[config.mk]
export PLATFORM = sky130hd
export DESIGN_NAME = instr_encoder
export DESIGN_NICKNAME = d
export VERILOG_FILES = /design/src/rtl/instr_encoder.sv
export SDC_FILE = /design/constraint.sdc
export NUM_CORES = 1
export LEC_CHECK = 0
export ABC_AREA = 1
export BUFFER_PORTS_ARGS = -buffer_cell sky130_fd_sc_hd__buf_2
export CAP_MARGIN = 5
export CORE_MARGIN = 2
export CORE_UTILIZATION = 52
export CTS_BUF_LIST = sky130_fd_sc_hd__clkbuf_2
export DETAILED_ROUTE_END_ITERATION = 10
export GPL_TIMING_DRIVEN = 0
export PLACE_DENSITY_LB_ADDON = 0.05
export SLEW_MARGIN = 20
export SYNTH_ARGS = -nofsm -noshare
export SYNTH_HDL_FRONTEND = slang
export SYNTH_SLANG_ARGS = --single-unit
[constraint.sdc]
create_clock -name clk -period 2.25 [get_ports clk]
set_input_delay 0.675 -clock clk [delete_from_list [all_inputs] [get_ports clk]]
set_output_delay 0.675 -clock clk [all_outputs]
set_load 0.1 [all_outputs]
[src/rtl/instr_encoder.sv]
// instr_encoder: packs opcode/register/immediate fields into 16-bit instruction words,
// rejects illegal requests and buffers legal words in a first-word-fall-through FIFO.
module instr_encoder #(
    parameter int DEPTH = 4
) (
    input  logic                     clk,
    input  logic                     reset,
    input  logic                     in_valid,
    output logic                     in_ready,
    input  logic [2:0]               in_op,
    input  logic [2:0]               in_rd,
    input  logic [2:0]               in_rs1,
    input  logic [2:0]               in_rs2,
    input  logic [15:0]              in_imm,
    output logic                     out_valid,
    input  logic                     out_ready,
    output logic [15:0]              out_instr,
    output logic                     err_valid,
    output logic [1:0]               err_code,
    output logic [7:0]               err_count,
    output logic [$clog2(DEPTH):0]   fifo_count
);
    localparam int AW = $clog2(DEPTH);

    logic [AW-1:0] wr_ptr_q, rd_ptr_q;
    logic [AW:0]   count_q, count_d;
    logic [15:0]   mem_q [DEPTH];
    logic          en_q;
    logic          err_valid_q;
    logic [1:0]    err_code_q;
    logic [7:0]    err_count_q;
    logic          i_type, bad_op, bad_imm, accept, push, pop;
    logic [15:0]   word;

    always_comb begin
        i_type  = (in_op == 3'b001) || (in_op == 3'b010);
        bad_op  = in_op[2];
        // immediate fits in 7-bit two's complement when bits [15:6] are all equal
        bad_imm = i_type && !((&in_imm[15:6]) || (~|in_imm[15:6]));
        word    = i_type ? {in_op, in_rd, in_rs1, in_imm[6:0]}
                         : {in_op, in_rd, in_rs1, in_rs2, 4'b0000};
        in_ready  = en_q && (count_q != (AW+1)'(DEPTH));
        out_valid = (count_q != '0);
        out_instr = out_valid ? mem_q[rd_ptr_q] : 16'h0000;
        accept    = in_valid && in_ready;
        push      = accept && !bad_op && !bad_imm;
        pop       = out_valid && out_ready;
        count_d   = count_q + (AW+1)'(push) - (AW+1)'(pop);
    end

    assign fifo_count = count_q;
    assign err_valid  = err_valid_q;
    assign err_code   = err_code_q;
    assign err_count  = err_count_q;

    always_ff @(posedge clk) begin
        if (push)
            mem_q[wr_ptr_q] <= word;
    end

    always_ff @(posedge clk or negedge reset) begin
        if (!reset) begin
            wr_ptr_q    <= '0;
            rd_ptr_q    <= '0;
            count_q     <= '0;
            en_q        <= 1'b0;
            err_valid_q <= 1'b0;
            err_code_q  <= 2'b00;
            err_count_q <= 8'd0;
        end else begin
            en_q        <= 1'b1;
            count_q     <= count_d;
            err_valid_q <= accept && (bad_op || bad_imm);
            if (push)
                wr_ptr_q <= wr_ptr_q + AW'(1);
            if (pop)
                rd_ptr_q <= rd_ptr_q + AW'(1);
            if (accept && (bad_op || bad_imm)) begin
                err_code_q <= bad_op ? 2'b01 : 2'b10;
                if (err_count_q != 8'hFF)
                    err_count_q <= err_count_q + 8'd1;
            end
        end
    end
endmodule
==> out/metrics.csv <==
metric,value,unit
yosysSeqAreaShare,64.8,%
drive_gt1_share,36.7,%
yosys-top-cells-count,"87 x nor2_1, 64 x edfxtp_1, 48 x nand2_1",
overflow,0,
fp.dieH,88.3,um
place_ws,-0.595,ns
yosys-top-cells-area,"edfxtp_1 52%, dfrtp_1 13%, nor2_1 8.8%",
diodes,0,
synth_edf_count,64,
finalWorstSetupSlack,-0.423,ns
post_dp_cell_area,0.00438,mm^2
h-tree-depth,3,
post-synth-top-count-cell,nor2_1,
synth_fa_ha_area_share,2.91,%
clock-sinks,83,
synth-simple-area-share,18.4,%
cp_cell_sequence,buf_8 > clkbuf_16 > nor2_1 > nor2_1 > o21ai_0 > a21oi_2 > buf_12,
hold_buffers,0,
startpoint_type,flop,
die_w,88.3,um
antenna_found_initial,0,
violations,negative setup slack,
synth_cell_types,32,
synthesis.area,0.00370,mm^2
period_share,119,%
syn2layout_area_growth,39.5,%
outcome,"complete, but fails checks",
skew,0.0379,ns
clk_pin_slew,0.25,ns
arrival,2.00,ns
maxCapViolations,0,
fin_area,0.00516,mm^2
hold_viol_final,0,
ys_warn_count,0,
core_area,0.00683,mm^2
syn_nets,393,
synth_top_area_share,52.0,%
vias_per_cell,5.16,
synthArstFlopShare,22.9,%
wirelength,8770,um
synth_top_family_by_area,simple AND/OR/NAND/NOR gates,
path_class,reg2out,
hpwlAfterDp,5460,um
wl_per_cell,16.1,um
drc,0,
rows,30,
hold_class,in2async,
r2r-start,fifo_count[2],
critPathMostFrequentCell,nor2_1,
pin_count,64,
avgSynthCellArea,10.5,um^2
slowest_delay,0.46,ns
clock_path_buffers,2,
cp-end-kind,output pin,
cts_tree,done,
cp-startpoint,rd_ptr_q[0],
ant_nets,0,
cp.required,1.57,ns
cts_buffers,9,
grt_pass1_wl,12800,um
insertion_delay,0.54,ns
drtPass1Iterations,4,
min_period,2.67,ns
synthXorXnorAreaFrac,1.66,%
ys_seq_elements,83,
portBuffers,63,
timing.fmax,0.374,GHz
die-area,0.00780,mm^2
yosys.area.top_type,edfxtp_1,
syn_inst,353,
drv_slew,0,
whs,0.0180,ns
muxShareOfSynthArea,0,%
slowest_stage,dfrtp_1,
rsz0062_at_grt,yes,
synth_compound_area_share,7.07,%
start_util,54.1,%
drt_iter0_markers,205,
final_nets,485,
ys.flop_type,edfxtp_1,
clock-root-buffer,clkbuf_2,
grt_pass1_vias,2645,
grt_usage,22.1,%
path_max_fanout,6,
setup_viol,19,
vias,2819,
grt_max_degree,20,
place_congestion,0.753,
==> layout by cell type (no fill, tap or decap), drive strengths merged <==
cell type / instances
clkbuf: 17
bufinv: 1
nand4: 8
clkinvlp: 3
a21oi: 16
o21ai: 34
nor2: 89
a21boi: 1
nand3: 8
nor3: 2
nand2: 51
buf: 87
clkinv: 2
or2: 1
xor2: 4
inv: 28
xnor2: 3
fa: 1
ha: 7
edfxtp: 64
conb: 1
and2: 3
dfrtp: 19
==> registers in the layout (all words and copies together), names as in the netlist <==
register    cells
err_count       8
err_valid       1
err_code        2
wr_ptr_q        2
en_q            1
mem_q          64
rd_ptr_q        2
fifo_count      3
==> cell families after synthesis <==
kind of cell	Yosys count
other cells	1
flops	83
xor+xnor	7
buf+inv	41
fa+ha+maj	8
simple gates	162
compound gates	51
==> per-layer routing <==
layer | up-vias | routed length (um) | GRT usage (%)
met1 | 1347 | 3590 | 27.7
met3 | 15 | 462 | 4.66
met2 | 94 | 4580 | 38.3
li1 | 1363 | - | -
met5 | - | 0 | 0
met4 | 0 | 128 | 7.58
==> cell type report <==
| type | count | area (um^2) |
|---|---|---|
| clock buffers | 9 | 45.0 |
| clock inverters | 7 | 75.1 |
| plain buffers | 13 | 221 |
| flip-flops and latches | 83 | 2410 |
| inverters | 27 | 124 |
| multi-input cells | 229 | 1360 |
| repair buffers | 82 | 803 |
| well taps | 96 | 120 |
| fillers | 463 | 1670 |
==> worst max-delay path, delay by kind of cell (launching register included) <==
| kind | cells | cell delay [ns] |
|---|---|---|
| buffers and inverters | 3 | 0.54 |
| flip-flops | 1 | 0.46 |
| AO/OA/AOI/OAI | 2 | 0.32 |
| AND/OR/NAND/NOR | 2 | 0.13 |
==> timing repair <==
action	in CTS	in global routing
endpoints found under the setup margin	20	20
gates resized for setup	128	35
setup buffers	7	5
pin swaps	9	8
cloned	1	2
endpoints found under the hold margin	0	0
==> final timing paths <==
path	endpoint	slack (ns)	depth (start not counted)
setup / recovery	out_instr[5]	-0.42	7
hold / removal	fifo_count[1]	0.02	1
setup reg to reg	fifo_count[2]	-0.15	10
hold reg to reg	err_code[1]	0.52	2
max in group asynchronous	err_code[0]	1.89	1
min in group clk	mem_q[1][7]	0.32	1
==> per-stage QoR <==
stage	TNS (ns)	std cells	utilization (%)
3_3_place_gp	-70.17	512	63.0
2_1_floorplan	-45.65	353	-
5_1_grt	-8.35	546	75.5
4_1_cts	-5.39	539	72.6
6_report	-6.59	546	75.5
3_5_place_dp	-17.38	516	64.1
Power is not shown: default switching activity piles up to over one toggle a cycle in this logic, so the estimate is an artifact.
